[config.mk]
export PLATFORM = sky130hd
export DESIGN_NAME = riscv_div_issue_flat
export DESIGN_NICKNAME = d
export VERILOG_FILES = /design/src/rtl/riscv_div_issue_if.sv /design/src/rtl/riscv_div_issue.sv /design/src/flat_wrapper.sv
export SDC_FILE = /design/constraint.sdc
export NUM_CORES = 1
export LEC_CHECK = 0
export ABC_AREA = 1
export BUFFER_PORTS_ARGS = -buffer_cell sky130_fd_sc_hd__buf_2
export CAP_MARGIN = 10
export CORE_ASPECT_RATIO = 1.75
export CORE_MARGIN = 3
export CORE_UTILIZATION = 49
export DETAILED_ROUTE_END_ITERATION = 7
export GPL_TIMING_DRIVEN = 0
export MAX_ROUTING_LAYER = met4
export PLACE_DENSITY = 0.82
export SLEW_MARGIN = 20
export SYNTH_ARGS = -nofsm -noshare
export SYNTH_HDL_FRONTEND = slang
export SYNTH_SLANG_ARGS = --single-unit
[constraint.sdc]
create_clock -name Clk_CI -period 8.06 [get_ports Clk_CI]
set_input_delay 1.612 -clock Clk_CI [delete_from_list [all_inputs] [get_ports Clk_CI]]
set_output_delay 1.612 -clock Clk_CI [all_outputs]
set_load 0.1 [all_outputs]
[src/rtl/riscv_div_issue_if.sv]
// rtl/riscv_div_issue_if.sv - request/response and divider-side signals of the divider front-end
// Purpose: groups the EX-stage request port, the response port and the
//          serial-divider load/result handshake into one bundle.
// Modports: slave  - the front-end (riscv_div_issue)
//           master - the environment (EX stage + riscv_alu_div)
interface riscv_div_issue_if #(
  parameter int C_WIDTH     = 32,
  parameter int C_LOG_WIDTH = 6
);
  logic                   ReqVld_SI;
  logic                   ReqRdy_SO;
  logic [C_WIDTH-1:0]     ReqOpA_DI;
  logic [C_WIDTH-1:0]     ReqOpB_DI;
  logic [1:0]             ReqOpCode_SI;
  logic                   Flush_SI;
  logic                   RespVld_SO;
  logic                   RespRdy_SI;
  logic [C_WIDTH-1:0]     Resp_DO;
  logic                   Busy_SO;
  logic [C_WIDTH-1:0]     DivOpA_DO;
  logic [C_WIDTH-1:0]     DivOpB_DO;
  logic [C_LOG_WIDTH-1:0] DivOpBShift_DO;
  logic                   DivOpBIsZero_SO;
  logic                   DivOpBSign_SO;
  logic [1:0]             DivOpCode_SO;
  logic                   DivInVld_SO;
  logic                   DivOutRdy_SO;
  logic                   DivOutVld_SI;
  logic [C_WIDTH-1:0]     DivRes_DI;

  modport slave (
    input  ReqVld_SI, ReqOpA_DI, ReqOpB_DI, ReqOpCode_SI, Flush_SI, RespRdy_SI,
           DivOutVld_SI, DivRes_DI,
    output ReqRdy_SO, RespVld_SO, Resp_DO, Busy_SO, DivOpA_DO, DivOpB_DO,
           DivOpBShift_DO, DivOpBIsZero_SO, DivOpBSign_SO, DivOpCode_SO,
           DivInVld_SO, DivOutRdy_SO
  );

  modport master (
    output ReqVld_SI, ReqOpA_DI, ReqOpB_DI, ReqOpCode_SI, Flush_SI, RespRdy_SI,
           DivOutVld_SI, DivRes_DI,
    input  ReqRdy_SO, RespVld_SO, Resp_DO, Busy_SO, DivOpA_DO, DivOpB_DO,
           DivOpBShift_DO, DivOpBIsZero_SO, DivOpBSign_SO, DivOpCode_SO,
           DivInVld_SO, DivOutRdy_SO
  );
endinterface

[src/rtl/riscv_div_issue.sv]
// rtl/riscv_div_issue.sv - issue front-end for the serial divider riscv_alu_div
// Purpose: accepts div/divu/rem/remu, normalises divisor B (leading-bit count
//          and pre-shift), loads the divider, captures its result and returns
//          it on a valid/ready response port; drains the divider on flush.
// Ports:   Clk_CI  - clock
//          Rst_RBI - asynchronous active-low reset
//          bus     - riscv_div_issue_if.slave (request, response, divider side)
module riscv_div_issue #(
  parameter int C_WIDTH     = 32,
  parameter int C_LOG_WIDTH = 6
) (
  input logic               Clk_CI,
  input logic               Rst_RBI,
  riscv_div_issue_if.slave  bus
);

  typedef enum logic [2:0] {IDLE, PREP, ISSUE, WAIT, RESP, DRAIN} state_e;

  state_e                 state_q, state_d;
  logic [C_WIDTH-1:0]     a_q, b_q;
  logic [1:0]             op_q;
  logic [C_WIDTH-1:0]     div_opa_q, div_opb_q, resp_q;
  logic [C_LOG_WIDTH-1:0] shift_q;
  logic                   zero_q, sign_q;
  logic [1:0]             div_op_q;

  logic                   load_req, load_div, cap_res;
  logic                   req_rdy, resp_vld, in_vld, out_rdy;

  // Normalisation of the registered divisor.
  logic                   is_signed, b_neg, b_zero;
  logic [C_WIDTH-1:0]     b_scan;
  logic [C_LOG_WIDTH-1:0] lz, shift_n;

  always_comb begin
    is_signed = op_q[0];
    b_neg     = is_signed & b_q[C_WIDTH-1];
    b_zero    = (b_q == '0);
    // Leading copies of the sign bit become leading zeros after inversion.
    b_scan    = b_neg ? ~b_q : b_q;
    lz        = C_LOG_WIDTH'(C_WIDTH);
    for (int i = 0; i < C_WIDTH; i++) begin
      if (b_scan[i]) lz = C_LOG_WIDTH'(C_WIDTH - 1 - i);
    end
    // Signed keeps one sign bit in the MSB, hence one less shift.
    if (b_zero)         shift_n = C_LOG_WIDTH'(C_WIDTH - 1);
    else if (is_signed) shift_n = lz - C_LOG_WIDTH'(1);
    else                shift_n = lz;
  end

  always_comb begin
    state_d  = state_q;
    load_req = 1'b0;
    load_div = 1'b0;
    cap_res  = 1'b0;
    req_rdy  = 1'b0;
    resp_vld = 1'b0;
    in_vld   = 1'b0;
    out_rdy  = 1'b0;
    unique case (state_q)
      IDLE: begin
        req_rdy = ~bus.Flush_SI;
        if (bus.ReqVld_SI && !bus.Flush_SI) begin
          load_req = 1'b1;
          state_d  = PREP;
        end
      end
      PREP: begin
        if (bus.Flush_SI) state_d = IDLE;
        else begin
          load_div = 1'b1;
          state_d  = ISSUE;
        end
      end
      ISSUE: begin
        // The divider shows OutVld while idle, so that doubles as its ready.
        in_vld = bus.DivOutVld_SI & ~bus.Flush_SI;
        if (bus.Flush_SI)          state_d = IDLE;
        else if (bus.DivOutVld_SI) state_d = WAIT;
      end
      WAIT: begin
        out_rdy = bus.DivOutVld_SI;
        if (bus.DivOutVld_SI) begin
          // A flush coinciding with the result just discards it.
          if (bus.Flush_SI) state_d = IDLE;
          else begin
            cap_res = 1'b1;
            state_d = RESP;
          end
        end else if (bus.Flush_SI) begin
          state_d = DRAIN;
        end
      end
      RESP: begin
        resp_vld = 1'b1;
        if (bus.Flush_SI || bus.RespRdy_SI) state_d = IDLE;
      end
      DRAIN: begin
        out_rdy = bus.DivOutVld_SI;
        if (bus.DivOutVld_SI) state_d = IDLE;
      end
      default: state_d = IDLE;
    endcase
  end

  always_ff @(posedge Clk_CI or negedge Rst_RBI) begin
    if (!Rst_RBI) begin
      state_q   <= IDLE;
      a_q       <= '0;
      b_q       <= '0;
      op_q      <= '0;
      div_opa_q <= '0;
      div_opb_q <= '0;
      shift_q   <= '0;
      zero_q    <= 1'b0;
      sign_q    <= 1'b0;
      div_op_q  <= '0;
      resp_q    <= '0;
    end else begin
      state_q <= state_d;
      if (load_req) begin
        a_q  <= bus.ReqOpA_DI;
        b_q  <= bus.ReqOpB_DI;
        op_q <= bus.ReqOpCode_SI;
      end
      // Div* operands are only written here, so they stay put until capture.
      if (load_div) begin
        div_opa_q <= a_q;
        div_opb_q <= b_q << shift_n;
        shift_q   <= shift_n;
        zero_q    <= b_zero;
        sign_q    <= b_neg;
        div_op_q  <= op_q;
      end
      if (cap_res) resp_q <= bus.DivRes_DI;
    end
  end

  assign bus.ReqRdy_SO       = req_rdy;
  assign bus.RespVld_SO      = resp_vld;
  assign bus.Resp_DO         = resp_q;
  assign bus.Busy_SO         = (state_q != IDLE);
  assign bus.DivOpA_DO       = div_opa_q;
  assign bus.DivOpB_DO       = div_opb_q;
  assign bus.DivOpBShift_DO  = shift_q;
  assign bus.DivOpBIsZero_SO = zero_q;
  assign bus.DivOpBSign_SO   = sign_q;
  assign bus.DivOpCode_SO    = div_op_q;
  assign bus.DivInVld_SO     = in_vld;
  assign bus.DivOutRdy_SO    = out_rdy;

endmodule
[src/flat_wrapper.sv]
// flat-port wrapper written by rule: the top's interface ports become plain ports
module riscv_div_issue_flat 
#(
  parameter int C_WIDTH     = 32,
  parameter int C_LOG_WIDTH = 6
)
  (Clk_CI, Rst_RBI, bus_ReqVld_SI, bus_ReqOpA_DI, bus_ReqOpB_DI, bus_ReqOpCode_SI, bus_Flush_SI, bus_RespRdy_SI, bus_DivOutVld_SI, bus_DivRes_DI, bus_ReqRdy_SO, bus_RespVld_SO, bus_Resp_DO, bus_Busy_SO, bus_DivOpA_DO, bus_DivOpB_DO, bus_DivOpBShift_DO, bus_DivOpBIsZero_SO, bus_DivOpBSign_SO, bus_DivOpCode_SO, bus_DivInVld_SO, bus_DivOutRdy_SO);
  riscv_div_issue_if #(.C_WIDTH(C_WIDTH), .C_LOG_WIDTH(C_LOG_WIDTH)) bus_i ();
  input logic Clk_CI;
  input logic Rst_RBI;
  input wire logic [$bits(bus_i.ReqVld_SI)-1:0] bus_ReqVld_SI;
  input wire logic [$bits(bus_i.ReqOpA_DI)-1:0] bus_ReqOpA_DI;
  input wire logic [$bits(bus_i.ReqOpB_DI)-1:0] bus_ReqOpB_DI;
  input wire logic [$bits(bus_i.ReqOpCode_SI)-1:0] bus_ReqOpCode_SI;
  input wire logic [$bits(bus_i.Flush_SI)-1:0] bus_Flush_SI;
  input wire logic [$bits(bus_i.RespRdy_SI)-1:0] bus_RespRdy_SI;
  input wire logic [$bits(bus_i.DivOutVld_SI)-1:0] bus_DivOutVld_SI;
  input wire logic [$bits(bus_i.DivRes_DI)-1:0] bus_DivRes_DI;
  output wire logic [$bits(bus_i.ReqRdy_SO)-1:0] bus_ReqRdy_SO;
  output wire logic [$bits(bus_i.RespVld_SO)-1:0] bus_RespVld_SO;
  output wire logic [$bits(bus_i.Resp_DO)-1:0] bus_Resp_DO;
  output wire logic [$bits(bus_i.Busy_SO)-1:0] bus_Busy_SO;
  output wire logic [$bits(bus_i.DivOpA_DO)-1:0] bus_DivOpA_DO;
  output wire logic [$bits(bus_i.DivOpB_DO)-1:0] bus_DivOpB_DO;
  output wire logic [$bits(bus_i.DivOpBShift_DO)-1:0] bus_DivOpBShift_DO;
  output wire logic [$bits(bus_i.DivOpBIsZero_SO)-1:0] bus_DivOpBIsZero_SO;
  output wire logic [$bits(bus_i.DivOpBSign_SO)-1:0] bus_DivOpBSign_SO;
  output wire logic [$bits(bus_i.DivOpCode_SO)-1:0] bus_DivOpCode_SO;
  output wire logic [$bits(bus_i.DivInVld_SO)-1:0] bus_DivInVld_SO;
  output wire logic [$bits(bus_i.DivOutRdy_SO)-1:0] bus_DivOutRdy_SO;
  assign bus_i.ReqVld_SI = bus_ReqVld_SI;
  assign bus_i.ReqOpA_DI = bus_ReqOpA_DI;
  assign bus_i.ReqOpB_DI = bus_ReqOpB_DI;
  assign bus_i.ReqOpCode_SI = bus_ReqOpCode_SI;
  assign bus_i.Flush_SI = bus_Flush_SI;
  assign bus_i.RespRdy_SI = bus_RespRdy_SI;
  assign bus_i.DivOutVld_SI = bus_DivOutVld_SI;
  assign bus_i.DivRes_DI = bus_DivRes_DI;
  assign bus_ReqRdy_SO = bus_i.ReqRdy_SO;
  assign bus_RespVld_SO = bus_i.RespVld_SO;
  assign bus_Resp_DO = bus_i.Resp_DO;
  assign bus_Busy_SO = bus_i.Busy_SO;
  assign bus_DivOpA_DO = bus_i.DivOpA_DO;
  assign bus_DivOpB_DO = bus_i.DivOpB_DO;
  assign bus_DivOpBShift_DO = bus_i.DivOpBShift_DO;
  assign bus_DivOpBIsZero_SO = bus_i.DivOpBIsZero_SO;
  assign bus_DivOpBSign_SO = bus_i.DivOpBSign_SO;
  assign bus_DivOpCode_SO = bus_i.DivOpCode_SO;
  assign bus_DivInVld_SO = bus_i.DivInVld_SO;
  assign bus_DivOutRdy_SO = bus_i.DivOutRdy_SO;
  riscv_div_issue #(.C_WIDTH(C_WIDTH), .C_LOG_WIDTH(C_LOG_WIDTH)) u_core (.Clk_CI(Clk_CI), .Rst_RBI(Rst_RBI), .bus(bus_i));
endmodule
### Word-level counts from Yosys, hierarchy flattened

Index checks and enable logic that the tools add are counted.

| operators by class | value |
|---|---|
| add/subtract/negate cells | 1 |
| multiply operators | 0 |
| divide/modulo/power cells | 0 |
| magnitude comparators | 0 |
| equality and inequality tests | 10 |
| shift-type cells | 1 |
| mux-type cells | 55 |
| bitwise operators | 4 |
| reductions and logical operators | 8 |

Operators by type and width:

| kind | count |
|---|---|
| $mux W6 | 34 |
| $logic_not A32 Y1 | 1 |
| $mux W32 | 1 |
| $not A32 Y32 | 1 |
| $shl A32 B6 Y32 | 1 |
| $mux W3 | 8 |
| $pmux W3 S6 | 1 |
| $mux W1 | 10 |
| $eq A3 B2 Y1 const B | 2 |
| $eq A3 B3 Y1 const B | 2 |
| $ne A3 B3 Y1 const B | 2 |
| $sub A6 B1 Y6 const B | 1 |
| $reduce_and A5 Y1 | 1 |
| $ne A2 B1 Y1 const B | 2 |
| $eq A3 B1 Y1 const B | 1 |
| $logic_not A3 Y1 | 1 |
| $reduce_bool A3 Y1 | 1 |
| $and A1 B1 Y1 | 2 |
| $mux W2 | 1 |
| $ne A2 B2 Y1 const B | 1 |
| $reduce_or A2 Y1 | 1 |
| $logic_and A1 B1 Y1 | 1 |
| $logic_not A1 Y1 | 1 |
| $logic_or A1 B1 Y1 | 1 |
| $not A1 Y1 | 1 |

| storage, ports and cells | value |
|---|---|
| register bits | 175 |
| bits in latches | 0 |
| RAM bits | 0 |
| ROM bits | 0 |
| output and inout port bits | 111 |
| word-level logic and storage cells | 90 |
| memories | 0 |

### Logic depth before layout (Yosys ltp)

| depth | value |
|---|---|
| depth in word-level cells | 38 |
| mapped depth | 48 |
| depth with buffers taken out | 46 |

### Worst setup path after synthesis

Ideal clock, no wire load.

| path | value |
|---|---|
| path type | input -> output |
| start point | input port bus_Flush_SI |
| end point | output port bus_DivInVld_SO |
| arrival | 3.248 ns |
| setup slack | 3.200 ns |
| stages on the path | 5 |
| path buffers | 0 |
| path through | nor2_1 -> inv_1 -> nor3_1 -> inv_1 -> nor2_1 |

| between the ends | value |
|---|---|
| longest elaborated chain between the ends | 3 |

Ends and longest elaborated chain:

| item | line | RTL |
|---|---|---|
| start, declared | flat_wrapper.sv:15 | `input wire logic [$bits(bus_i.Flush_SI)-1:0] bus_Flush_SI;` |
| $not A1 Y1 | riscv_div_issue.sv:77 | `in_vld = bus.DivOutVld_SI & ~bus.Flush_SI;` |
| $and A1 B1 Y1 | riscv_div_issue.sv:77 |  |
| $mux W1 | riscv_div_issue.sv:60 | `unique case (state_q)` |
| end, declared | flat_wrapper.sv:29 | `output wire logic [$bits(bus_i.DivInVld_SO)-1:0] bus_DivInVld_SO;` |

Every way passes these cells.

### Final worst setup path

| path | value |
|---|---|
| start point | register u_core.op_q[0] |
| end point | register u_core.div_opb_q[15], in the netlist u_core.bus.DivOpB_DO[15] |

| between the ends | value |
|---|---|
| longest elaborated chain between the ends | 38 |

Ends and longest elaborated chain:

| item | line | RTL |
|---|---|---|
| start, declared | riscv_div_issue.sv:21 | `logic [1:0] op_q;` |
| start signal, assigned | riscv_div_issue.sv:124 | `op_q <= bus.ReqOpCode_SI;` |
| $and A1 B1 Y1 | riscv_div_issue.sv:37 | `b_neg = is_signed & b_q[C_WIDTH-1];` |
| $mux W32 | riscv_div_issue.sv:40 | `b_scan = b_neg ? ~b_q : b_q;` |
| $mux W6 (32 in a row) | riscv_div_issue.sv:43 | `if (b_scan[i]) lz = C_LOG_WIDTH'(C_WIDTH - 1 - i);` |
| $sub A6 B1 Y6 | riscv_div_issue.sv:47 | `else if (is_signed) shift_n = lz - C_LOG_WIDTH'(1);` |
| $mux W6 * | riscv_div_issue.sv:47 |  |
| $mux W6 * | riscv_div_issue.sv:46 | `if (b_zero) shift_n = C_LOG_WIDTH'(C_WIDTH - 1);` |
| $shl A32 B6 Y32 * | riscv_div_issue.sv:129 | `div_opb_q <= b_q << shift_n;` |
| end signal, assigned | riscv_div_issue.sv:129 |  |
| end, declared | riscv_div_issue.sv:22 | `logic [C_WIDTH-1:0] div_opa_q, div_opb_q, resp_q;` |

Every way passes the cells marked *; elsewhere a longest branch is shown, timed or not.
A chain may end at the register's enable or synchronous reset.

==> flow_summary.rst <==
.. list-table::
   :header-rows: 1

   * - Metric
     - Value
   * - Die Outline Area
     - 20300 µm²
   * - Fill count
     - between 1500 and 2000
   * - Clock tree from TritonCTS
     - built
   * - Die W
     - approximately 110 µm
   * - Biggest fanout along the worst timing path
     - 10
   * - Depth of the worst register-to-register path
     - between 40 and 50
   * - Number of antenna violations at the first check in global routing
     - 0
   * - Hold WC Path Type
     - register to register
   * - Critical Path Start Type
     - register
   * - Worst-path cell with the longest stage delay
     - sky130_fd_sc_hd__nor2_1
   * - Capturing element type of the critical path
     - register
   * - Startpoint of the most critical register-to-register path
     - u_core.op_q[0]
   * - Final number of max-transition violations
     - 0
   * - DR DRC count
     - 0
   * - Top achievable clock speed
     - between 200 and 250 MHz
   * - Setup repair after global routing missed its margin
     - no
   * - Worst Setup EP
     - u_core.bus.DivOpB_DO[15]
   * - Warnings, synthesis
     - 0
   * - Clock skew after layout
     - roughly 0.010 ns
   * - Placement row count
     - 65
   * - Post-synth net total
     - 1241
   * - Vertical extent of the die
     - approximately 190 µm
   * - Setup tns final
     - 0 ns
   * - Synth Register Bits
     - 175
   * - Combined flip-flop and latch cell area
     - 4380 µm²
   * - End of the worst register-to-register path
     - u_core.bus.DivOpB_DO[15]
   * - Total wirelength of the detailed-routed design
     - 27400 µm
   * - Routed wirelength normalized by instance count
     - around 17 µm
   * - Fin area
     - between 10000 and 15000 µm²
   * - CTS Buf Count
     - 17
   * - Max-cap violations
     - 0
   * - Hold bufs inserted after CTS
     - 0
   * - Syn Std Cell Area
     - 9080 µm²
   * - Post-Place Cells
     - approximately 1600
   * - Skew-Pair Late Insertion Delay
     - around 0.44 ns
   * - Post-CTS sizing
     - 0
   * - Primary FF master, synth
     - sky130_fd_sc_hd__dfrtp_1
   * - Number of input and output port buffers inserted
     - 214
   * - Slew @ Worst Pin
     - between 0.7 and 0.8 ns
   * - Clock-pin slew on the worst setup and hold paths
     - around 0.070 ns
   * - Clock tree buffer depth
     - 2
   * - Worst setup path startpoint
     - u_core.op_q[0]
   * - Vias post-DR
     - between 8000 and 9000
   * - Post-Synthesis Mean Instance Area
     - around 8 µm²
   * - Cell count along the critical path
     - 43
   * - Vias per inst
     - approximately 5.4
   * - Required time of the worst setup path
     - between 8 and 9 ns
   * - Layout Area Growth over Synthesis
     - 21.6%
   * - Tcrit/Tclk final
     - 60.7%
   * - Root Buffer Master
     - sky130_fd_sc_hd__clkbuf_16
   * - Vias in the first global route
     - about 9000
   * - Worst relative slew slack
     - between 50% and 60%
   * - Initial cell density of the core
     - 50.1%
   * - Starting DRC count in detailed routing
     - 662
   * - Worst R2R Setup Slack
     - 3.17 ns
   * - Placed cell areas
     - about 10000 µm²
   * - Antenna Diode Count
     - 0
   * - Footprint of the multi-input gates
     - a little over 4000 µm²
   * - Result of the run
     - finished, final reports clean
   * - Crit path buf inv count
     - 4
   * - Category of the critical setup timing path
     - register to register
   * - Number of iterations in the first detailed-routing pass
     - 8
   * - Total half-perimeter wirelength after legalization and detailed placement
     - roughly 22000 µm
   * - Arr. time, crit path
     - around 5.3 ns
   * - Post-route insts no fill
     - around 1600
   * - GPL Wtd Cong
     - 0.989
   * - Overall overflow remaining after global route
     - 0
   * - Number of cells produced by synthesis
     - 1136
   * - Distinct cells, synth
     - 39
   * - Post-layout nets
     - roughly 1500
   * - Fraction of synthesis flops using an asynchronous set or reset pin
     - 100%
   * - Clk sink count
     - around 180
   * - Sequential cell area fraction in the yosys report
     - 48.2%
   * - Overall track demand over capacity in global routing
     - 28.6%
   * - Maximum number of pins on one net before global-route repair
     - 93
   * - Total core area
     - 18100 µm²
   * - Buffer count from post-CTS setup fixing
     - 0
   * - Min cycle time layout
     - 4.89 ns
   * - H-tree lvl count
     - 4
   * - Final number of hold-violating endpoints
     - 0
   * - Antenna Violating Nets Remaining
     - 0
   * - Wire length of the first global-routing pass
     - about 43000 µm
   * - Io pins
     - 215
   * - Final worst hold slack
     - 0.468 ns
   * - Share of post-route cells with drive strength above 1
     - 23.3%
   * - Most frequent CP cell
     - sky130_fd_sc_hd__nand2_1
   * - Cell family with the largest share of critical-path delay
     - simple AND/OR/NAND/NOR gates
   * - Number of enable flip-flop cells after synthesis
     - 0
   * - Stage delay of the slowest cell on the critical path
     - 0.52 ns
   * - Final Setup Violations
     - 0
## per-stage QoR
stage               util (%)  setup WS (ns)
CTS                     60.9           3.21
global placement        57.6           2.75
finish                  60.9           3.17
floorplan                  -           3.20
global route            60.9           2.65
detailed placement      57.8           3.24
## worst min path at each step
stage / start / cells after the start / to
global route: u_core.a_q[5] / 2 / u_core.bus.DivOpA_DO[5]
floorplan: u_core.a_q[0] / 2 / u_core.bus.DivOpA_DO[0]
CTS: u_core.a_q[5] / 2 / u_core.bus.DivOpA_DO[5]
global placement: u_core.a_q[4] / 2 / u_core.bus.DivOpA_DO[4]
finish: u_core.a_q[0] / 2 / u_core.bus.DivOpA_DO[0]
detailed placement: u_core.a_q[5] / 2 / u_core.bus.DivOpA_DO[5]
## cell usage after synthesis (2+ instances only)
master | n | area [µm²]
sky130_fd_sc_hd__mux2_2 | 41 | 462
sky130_fd_sc_hd__nand2_1 | 300 | 1130
sky130_fd_sc_hd__inv_1 | 80 | 300
sky130_fd_sc_hd__nor2_1 | 81 | 304
sky130_fd_sc_hd__buf_4 | 3 | 22.5
sky130_fd_sc_hd__clkbuf_1 | 32 | 120
sky130_fd_sc_hd__buf_2 | 12 | 60.1
sky130_fd_sc_hd__a31oi_1 | 2 | 12.5
sky130_fd_sc_hd__nor3_1 | 4 | 20.0
sky130_fd_sc_hd__a21oi_1 | 62 | 310
sky130_fd_sc_hd__o21ai_1 | 11 | 55.1
sky130_fd_sc_hd__o211ai_1 | 3 | 22.5
sky130_fd_sc_hd__buf_1 | 9 | 33.8
sky130_fd_sc_hd__clkinv_1 | 2 | 7.51
sky130_fd_sc_hd__nand2_4 | 3 | 33.8
sky130_fd_sc_hd__nand2_2 | 3 | 18.8
sky130_fd_sc_hd__xor2_1 | 30 | 263
sky130_fd_sc_hd__nand3_2 | 2 | 20.0
sky130_fd_sc_hd__nor4_1 | 11 | 68.8
sky130_fd_sc_hd__buf_6 | 5 | 56.3
sky130_fd_sc_hd__nand3_1 | 199 | 996
sky130_fd_sc_hd__dfrtp_1 | 175 | 4380
sky130_fd_sc_hd__inv_2 | 3 | 11.3
sky130_fd_sc_hd__o21ai_0 | 45 | 225
sky130_fd_sc_hd__and2_1 | 4 | 25.0
## cell usage in the layout (no fill, tap or decap), drive strengths merged, types with 2 or more instances in the layout
master	instances
nor2	82
a31oi	2
nor3	4
clkinvlp	4
xor2	30
dfrtp	175
buf	244
clkinv	6
inv	88
and2	4
nand3	202
o21ai	56
nand2	306
o211ai	3
nor4	11
clkbuf	51
mux2	41
a21oi	62
## registers in the layout, indices dropped and copies added (netlist names)
signal / flops
u_core.a_q: 32
u_core.b_q: 32
u_core.bus.DivOpA_DO: 32
u_core.bus.DivOpB_DO: 32
u_core.bus.Resp_DO: 32
u_core.bus.DivOpBShift_DO: 6
u_core.state_q: 3
u_core.bus.DivOpCode_SO: 2
u_core.op_q: 2
u_core.bus.DivOpBIsZero_SO: 1
u_core.bus.DivOpBSign_SO: 1
## routing by layer
metal / GRT usage (%) / share of wire [%]
met1: 29.4 / 35
met2: 50.9 / 54
met3: 4.96 / 5.2
met4: 15.6 / 5.5
met5: - / 0
## cells by family after synthesis
family,after synthesis,synth area share [%]
and+or+nand+nor,612,29.3
muxes,42,5.19
buffers and inverters,147,6.83
AOI/OAI and AO/OA,129,7.43
DFF,175,48.2
adders and majority gates,1,0.138
xor gates and xnor gates,30,2.89
## tightest hold or removal path: cells and delay by family (launching register included)
kind	cells	cell delay (ns)
and+or+nand+nor	2	0.10
DFF	1	0.34
## cell type report
type	count	share of cell area [%]
multi-input cells	814	37.0
repair buffers	215	10.0
well taps	234	2.65
clock inverters	13	1.17
clock buffers	19	3.92
plain buffers	61	2.65
flip-flops and latches	175	39.6
inverters	86	2.97
Power is not shown: default switching activity piles up to over one toggle a cycle in this logic, so the estimate is an artifact.
